**config.mk**
```make
export PLATFORM = sky130hd
export DESIGN_NAME = fpu_dispatch
export DESIGN_NICKNAME = d
export VERILOG_FILES = /design/src/rtl/fpu_pkg.sv /design/src/rtl/fpu_dispatch_timer.sv /design/src/rtl/fpu_dispatch.sv
export SDC_FILE = /design/constraint.sdc
export NUM_CORES = 1
export LEC_CHECK = 0
export CORE_MARGIN = 5
export CORE_UTILIZATION = 38
export DETAILED_ROUTE_END_ITERATION = 10
export GPL_TIMING_DRIVEN = 1
export PLACE_DENSITY = 0.81
export SLEW_MARGIN = 20
export SYNTH_ARGS = -nofsm -noshare
export SYNTH_HDL_FRONTEND = slang
export SYNTH_HIERARCHICAL = 1
export SYNTH_SLANG_ARGS = --single-unit
```
**constraint.sdc**
```tcl
create_clock -name aclk -period 1.8 [get_ports aclk]
set_input_delay 0.36 -clock aclk [delete_from_list [all_inputs] [get_ports aclk]]
set_output_delay 0.36 -clock aclk [all_outputs]
set_load 0.01 [all_outputs]
```
**src/rtl/fpu_pkg.sv**
```systemverilog
// rtl/fpu_pkg.sv - shared types and constants for the FPU dispatch block
package fpu_pkg;

  typedef enum logic [1:0] {
    IDLE  = 2'd0,
    ISSUE = 2'd1,
    WAIT  = 2'd2,
    WB    = 2'd3
  } state_e;

  localparam int FPR_ADDR_W = 5;
  localparam int FP_W       = 32;

  localparam int UNIT_NEG = 0;
  localparam int UNIT_ABS = 1;
  localparam int UNIT_ADD = 2;
  localparam int UNIT_MUL = 3;

endpackage

```
**src/rtl/fpu_dispatch_timer.sv**
```systemverilog
// rtl/fpu_dispatch_timer.sv - WAIT-state watchdog counter for fpu_dispatch
module fpu_dispatch_timer #(
  parameter int TIMEOUT_CYCLES = 64
) (
  input  logic aclk,
  input  logic aresetn,
  input  logic clr_i,
  input  logic en_i,
  output logic expired_o
);

  localparam int CNT_W = $clog2(TIMEOUT_CYCLES) + 1;

  logic [CNT_W-1:0] cnt_q, cnt_d;

  always_comb begin
    cnt_d = cnt_q;
    if (clr_i) begin
      cnt_d = '0;
    end else if (en_i) begin
      cnt_d = cnt_q + CNT_W'(1);
    end
  end

  always_ff @(posedge aclk or negedge aresetn) begin
    if (!aresetn) begin
      cnt_q <= '0;
    end else begin
      cnt_q <= cnt_d;
    end
  end

  // Fires during the TIMEOUT_CYCLES-th WAIT cycle; the FSM leaves WAIT on that edge.
  assign expired_o = en_i && (cnt_q == CNT_W'(TIMEOUT_CYCLES - 1));

endmodule

```
**src/rtl/fpu_dispatch.sv**
```systemverilog
// rtl/fpu_dispatch.sv - issues one FPU instruction to a valid-only unit and writes the result back
// Optional WAIT watchdog enabled by FPU_DISPATCH_TIMEOUT_EN.
module fpu_dispatch
  import fpu_pkg::*;
#(
  parameter int NUM_UNITS      = 4,
  parameter int OP_W           = 3,
  parameter int TIMEOUT_CYCLES = 64
) (
  input  logic                        aclk,
  input  logic                        aresetn,
  input  logic                        req_valid,
  input  logic [OP_W-1:0]             req_op,
  input  logic [FP_W-1:0]             req_a,
  input  logic [FP_W-1:0]             req_b,
  input  logic [FPR_ADDR_W-1:0]       req_rd,
  output logic                        busy,
  output logic [FP_W-1:0]             unit_a_data,
  output logic [FP_W-1:0]             unit_b_data,
  output logic [NUM_UNITS-1:0]        unit_a_valid,
  input  logic [FP_W*NUM_UNITS-1:0]   unit_c_data,
  input  logic [NUM_UNITS-1:0]        unit_c_valid,
  output logic                        wb_en,
  output logic [FPR_ADDR_W-1:0]       wb_addr,
  output logic [FP_W-1:0]             wb_data,
  output logic                        illegal_op,
  output logic                        timeout_err
);

  state_e state_q, state_d;

  logic [OP_W-1:0]       op_q, op_d;
  logic [FPR_ADDR_W-1:0] rd_q, rd_d;
  logic [FP_W-1:0]       a_q, a_d, b_q, b_d, res_q, res_d;
  logic                  busy_q, busy_d;
  logic [NUM_UNITS-1:0]  a_valid_q, a_valid_d;
  logic                  wb_en_q, wb_en_d;
  logic                  illegal_q, illegal_d;
  logic                  timeout_q, timeout_d;

  logic                  req_legal;
  logic                  sel_c_valid;
  logic [FP_W-1:0]       sel_c_data;
  logic                  timer_expired;

  assign req_legal = 32'(req_op) < 32'(NUM_UNITS);

  always_comb begin
    sel_c_valid = 1'b0;
    sel_c_data  = '0;
    for (int i = 0; i < NUM_UNITS; i++) begin
      if (op_q == OP_W'(i)) begin
        sel_c_valid = unit_c_valid[i];
        sel_c_data  = unit_c_data[FP_W*i +: FP_W];
      end
    end
  end

`ifdef FPU_DISPATCH_TIMEOUT_EN
  fpu_dispatch_timer #(
    .TIMEOUT_CYCLES(TIMEOUT_CYCLES)
  ) u_timer (
    .aclk     (aclk),
    .aresetn  (aresetn),
    .clr_i    (state_q == ISSUE),
    .en_i     (state_q == WAIT),
    .expired_o(timer_expired)
  );
`else
  assign timer_expired = 1'b0 && (TIMEOUT_CYCLES > 0);
`endif

  always_ff @(posedge aclk or negedge aresetn) begin
    if (!aresetn) begin
      state_q <= IDLE;
    end else begin
      state_q <= state_d;
    end
  end

  always_comb begin
    state_d = state_q;
    op_d    = op_q;
    rd_d    = rd_q;
    a_d     = a_q;
    b_d     = b_q;
    res_d   = res_q;
    case (state_q)
      IDLE: begin
        if (req_valid && req_legal) begin
          op_d    = req_op;
          rd_d    = req_rd;
          a_d     = req_a;
          b_d     = req_b;
          state_d = ISSUE;
        end
      end
      // A response in the ISSUE cycle is stale and is deliberately not looked at.
      ISSUE: state_d = WAIT;
      WAIT: begin
        if (sel_c_valid) begin
          res_d   = sel_c_data;
          state_d = WB;
        end else if (timer_expired) begin
          state_d = IDLE;
        end
      end
      WB:      state_d = IDLE;
      default: state_d = IDLE;
    endcase
  end

  // Outputs are registered, so they are derived from the state being entered.
  always_comb begin
    busy_d    = (state_d != IDLE);
    a_valid_d = '0;
    for (int i = 0; i < NUM_UNITS; i++) begin
      if (state_d == ISSUE && op_d == OP_W'(i)) begin
        a_valid_d[i] = 1'b1;
      end
    end
    wb_en_d   = (state_d == WB);
    illegal_d = (state_q == IDLE) && req_valid && !req_legal;
    timeout_d = (state_q == WAIT) && !sel_c_valid && timer_expired;
  end

  always_ff @(posedge aclk or negedge aresetn) begin
    if (!aresetn) begin
      op_q      <= '0;
      rd_q      <= '0;
      a_q       <= '0;
      b_q       <= '0;
      res_q     <= '0;
      busy_q    <= 1'b0;
      a_valid_q <= '0;
      wb_en_q   <= 1'b0;
      illegal_q <= 1'b0;
      timeout_q <= 1'b0;
    end else begin
      op_q      <= op_d;
      rd_q      <= rd_d;
      a_q       <= a_d;
      b_q       <= b_d;
      res_q     <= res_d;
      busy_q    <= busy_d;
      a_valid_q <= a_valid_d;
      wb_en_q   <= wb_en_d;
      illegal_q <= illegal_d;
      timeout_q <= timeout_d;
    end
  end

  assign busy         = busy_q;
  assign unit_a_data  = a_q;
  assign unit_b_data  = b_q;
  assign unit_a_valid = a_valid_q;
  assign wb_en        = wb_en_q;
  assign wb_addr      = rd_q;
  assign wb_data      = res_q;
  assign illegal_op   = illegal_q;
  assign timeout_err  = timeout_q;

endmodule
```
==> run_results.csv, run 1 <==
group,metric,value,unit
drt,drt-total-wl,17100,um
worst_setup_path,critical_path_class,"reg -> reg",
drt,first_pass_iters,6,
timing,setup_violations,0,
global_routing,grt_max_degree,44,
synthesis,syn-num-nets,546,
worst_setup_path,required,2.08,ns
min_path,min_path_type,"in -> async",
job,cap_violations,0,
global_routing,grt_antenna_before_repair,0,
timing,rsz0062_at_grt,"false",
timing,final.setup_skew,0.00494,ns
synthesis,syn_avg_cell_area,15.7,um^2
synthesis,netlist_top_cells_area,"dfrtp_1 54%, mux2_2 22%, mux4_2 14%",
synthesis,synth.top_cell.area_share,53.7,%
drt,postRouteAntennaNets,0,
cts,clkSlewWorstSetupHoldPaths,0.05,ns
power_and_ir_drop,p_per_area,1650,nW/um^2
timing,worst_hold_slack,0.355,ns
worst_setup_path,arrival,2.03,ns
worst_setup_path,end_kind,"flop",
die,fp.dieH,128,um
synthesis,syn_area,5270,um^2
cts,cts.path.max_buffers,2,
power_and_ir_drop,internal-power,10900,uW
worst_setup_path,cpPeakStageDelay,0.43,ns
worst_setup_path,r2r_setup_slack,0.05,ns
timing,hold_viol_final,0,
final_layout,layout-drive-gt1-share,27.8,%
timing,slew_viol_final,0,
placement,place_ws,-0.121,ns
synthesis,yosysTopAreaCell,"dfrtp_1",
cts,post_cts_buffers,0,
placement,port-buffer-count,314,
final_layout,multiInputGateArea,2290,um^2
cts,cts_tree,"yes",
global_routing,grt_pass1_vias,4881,
die,coreArea,13700,um^2
cts,cts_buffers,17,
power_and_ir_drop,power_switching_share,29.5,%
worst_setup_path,cp_max_fo,32,
global_routing,overflow,0,
cts,cts.sinks,113,
placement,place_congestion,0.868,
cts,h-tree-depth,4,
die,num_io_pins,316,
power_and_ir_drop,vdd_drop_max,1.13,mV
worst_setup_path,crit_path_start_kind,"flop",
timing,period_share,97.4,%
cts,cts_root_buf,"clkbuf_16",
synthesis,synthCells,336,
power_and_ir_drop,power_frac_clock,22.3,%
cts,clock_latency,0.40,ns
timing,max_freq,0.570,GHz
die,fp.dieW,128,um
synthesis,seq_area_frac_synth,53.7,%
power_and_ir_drop,p_leak,0.00388,uW
final_layout,num_antenna_cells,0,
final_layout,fin_nets,877,
worst_setup_path,crit_slowest_cell,"dfrtp_2",
final_layout,register_area,2830,um^2
worst_setup_path,timing.critical_path.cells,"buf_12 > or2_4 > o22ai_1 > nand2_1 > buf_12 > mux2_1",
run_status,status,"finished, final reports clean",
die,die-area,16300,um^2
drt,wl_per_cell,19.9,um
global_routing,grt_first_pass_wirelength,26300,um
die,start_util,38.4,%
timing,finalCriticalPeriod,1.75,ns
power_and_ir_drop,power_frac_seq,28.9,%
die,num_rows,43,
drt,dr.first_iter.drc_count,161,
power_and_ir_drop,pwr-share-comb,48.8,%
final_layout,fill_cells,975,
timing,setup-tns-final,0,ns
power_and_ir_drop,power,15500,uW
synthesis,synth-seq-cells,113,
global_routing,grt_usage,21.1,%
power_and_ir_drop,power.switching,4560,uW
timing,fin_ws,0.0466,ns
drt,drc_errors,0,
synthesis,synth_cell_types,26,
synthesis,yosys_warnings,6,
placement,dp_hpwl,13800,um
final_layout,area_delta_synth_final,78.1,%
drt,via_count,4172,
drt,routed_via_density,4.85,
worst_setup_path,path_common_cell,"buf_12",
==> what timing repair did <==
action,CTS,global route
hold buffers,1,0
gates resized for setup,0,2
endpoints found under the setup margin,0,4
hold endpoints to repair,10,0
==> worst max-delay path: cells and delay by family (launching register included) <==
family,cells,cell delay [ns]
buffers and inverters,2,0.36
AND/OR/NAND/NOR,2,0.36
AO/OA/AOI/OAI,1,0.14
flip-flops,1,0.43
multiplexers,1,0.32
==> metal layers <==
layer  share of wire (%)  up-vias  wire length [um]  track usage [%]
met1                  35     2090              5940             22.9
met3                 8.7       18              1490             7.33
li1                    -     1885                 -                -
met4                 1.1        0               191             5.62
met2                  55      179              9480             39.0
met5                   0        -                 0                0
==> cells by family (layout without fill, tap and decap cells) <==
| logic type | count (synthesis) | in the layout | synth area share (%) |
|---|---|---|---|
| AND/OR/NAND/NOR | 51 | 51 | 5.75 |
| adder cells (fa/ha/maj) | 3 | 3 | 0.713 |
| multiplexers | 137 | 137 | 36.1 |
| buffers and inverters | 26 | 370 | 3.04 |
| flip-flops | 113 | 113 | 53.7 |
| AO/OA/AOI/OAI | 5 | 5 | 0.689 |
| other | 1 | 1 | 0.0712 |
==> power groups by stage <==
stage / combinational (uW) / sequential (uW) / clock (uW)
4_1_cts: 7640 / 4490 / 3520
6_report: 7550 / 4480 / 3450
5_1_grt: 8050 / 4640 / 3650
2_1_floorplan: 3180 / 5000 / 0
3_5_place_dp: 7570 / 4510 / 0
3_3_place_gp: 7420 / 4430 / 0
==> flip-flops by register name, summed over array words and instances (netlist names) <==
register      count
wb_data          32
state_q           2
wb_en             1
illegal_op        1
wb_addr           5
busy              1
op_q              3
unit_a_valid      4
unit_b_data      32
unit_a_data      32
==> cell usage after synthesis <==
cell type  instances
a21oi_1            1
nand2_1            1
mux2_1             1
clkbuf_1           1
mux2i_1            3
or2_1              2
o221ai_1           1
nor2b_1           33
a221oi_1           1
dfrtp_1          113
conb_1             1
nand2b_1           2
mux2_2           101
ha_1               3
mux4_2            32
nand3b_1           2
buf_6              4
o22ai_1            1
and3_1             2
inv_1              3
buf_4              4
o21bai_1           1
nand3_1            1
and2_1             2
nor2_1             6
buf_2             14
==> layout make-up <==
| type | instances | share of cell area, % |
|---|---|---|
| Tap cell | 180 | 2.40 |
| Timing Repair Buffer | 335 | 36.3 |
| Clock buffer | 22 | 5.27 |
| Sequential cell | 113 | 30.2 |
| Clock inverter | 10 | 1.39 |
| Multi-Input combinational cell | 197 | 24.4 |
| Inverter | 3 | 0.120 |
==> stage by stage <==
stage	area [um^2]	utilization [%]	instances
2_1_floorplan	5270	-	336
6_report	9380	68.4	860
4_1_cts	9370	68.3	860
3_5_place_dp	8740	63.7	827
3_3_place_gp	8740	63.7	827
5_1_grt	9380	68.4	860
==> cells in the final DEF, fill, tap and decap left out <==
cell type        count
dfrtp_1            112
and2_1               2
bufinv_16            3
dlygate4sd3_1        1
clkbuf_8             5
and3_1               2
conb_1               1
nor2_1               6
nand2b_1             2
or2_1                1
inv_1                3
a221oi_2             1
buf_4               13
o221ai_1             1
ha_1                 3
clkinv_2             5
or2_4                1
clkdlybuf4s50_1    313
nand3_1              1
clkinvlp_4           2
mux4_2              32
mux2i_1              3
nand3b_1             2
mux2_2             101
o22ai_1              1
a21oi_1              1
nand2_1              1
dfrtp_2              1
o21bai_1             1
buf_12               8
clkbuf_16           17
mux2_1               1
nor2b_1             33
==> worst paths after layout <==
check                               start         endpoint  cells after the start
max                               op_q[0]       wb_data[1]                      6
min                               aresetn  unit_b_data[14]                      2
max reg2reg                       op_q[0]       wb_data[1]                      6
min reg2reg                unit_b_data[3]   unit_b_data[3]                      1
max in group asynchronous         aresetn          op_q[0]                      3
min in group aclk          unit_b_data[3]   unit_b_data[3]                      1
Note: power is estimated with default switching activity, not from simulation.
==> inputs of run 2 (changes only) <==
--- a/config.mk
+++ b/config.mk
@@ -9,6 +9,7 @@
 export CORE_UTILIZATION = 38
 export DETAILED_ROUTE_END_ITERATION = 10
 export GPL_TIMING_DRIVEN = 1
+export HOLD_SLACK_MARGIN = 0.08
 export PLACE_DENSITY = 0.81
 export SLEW_MARGIN = 20
 export SYNTH_ARGS = -nofsm -noshare
==> results of run 2 <==
The final DEF is identical to that of run 1; final timing and power are the same.
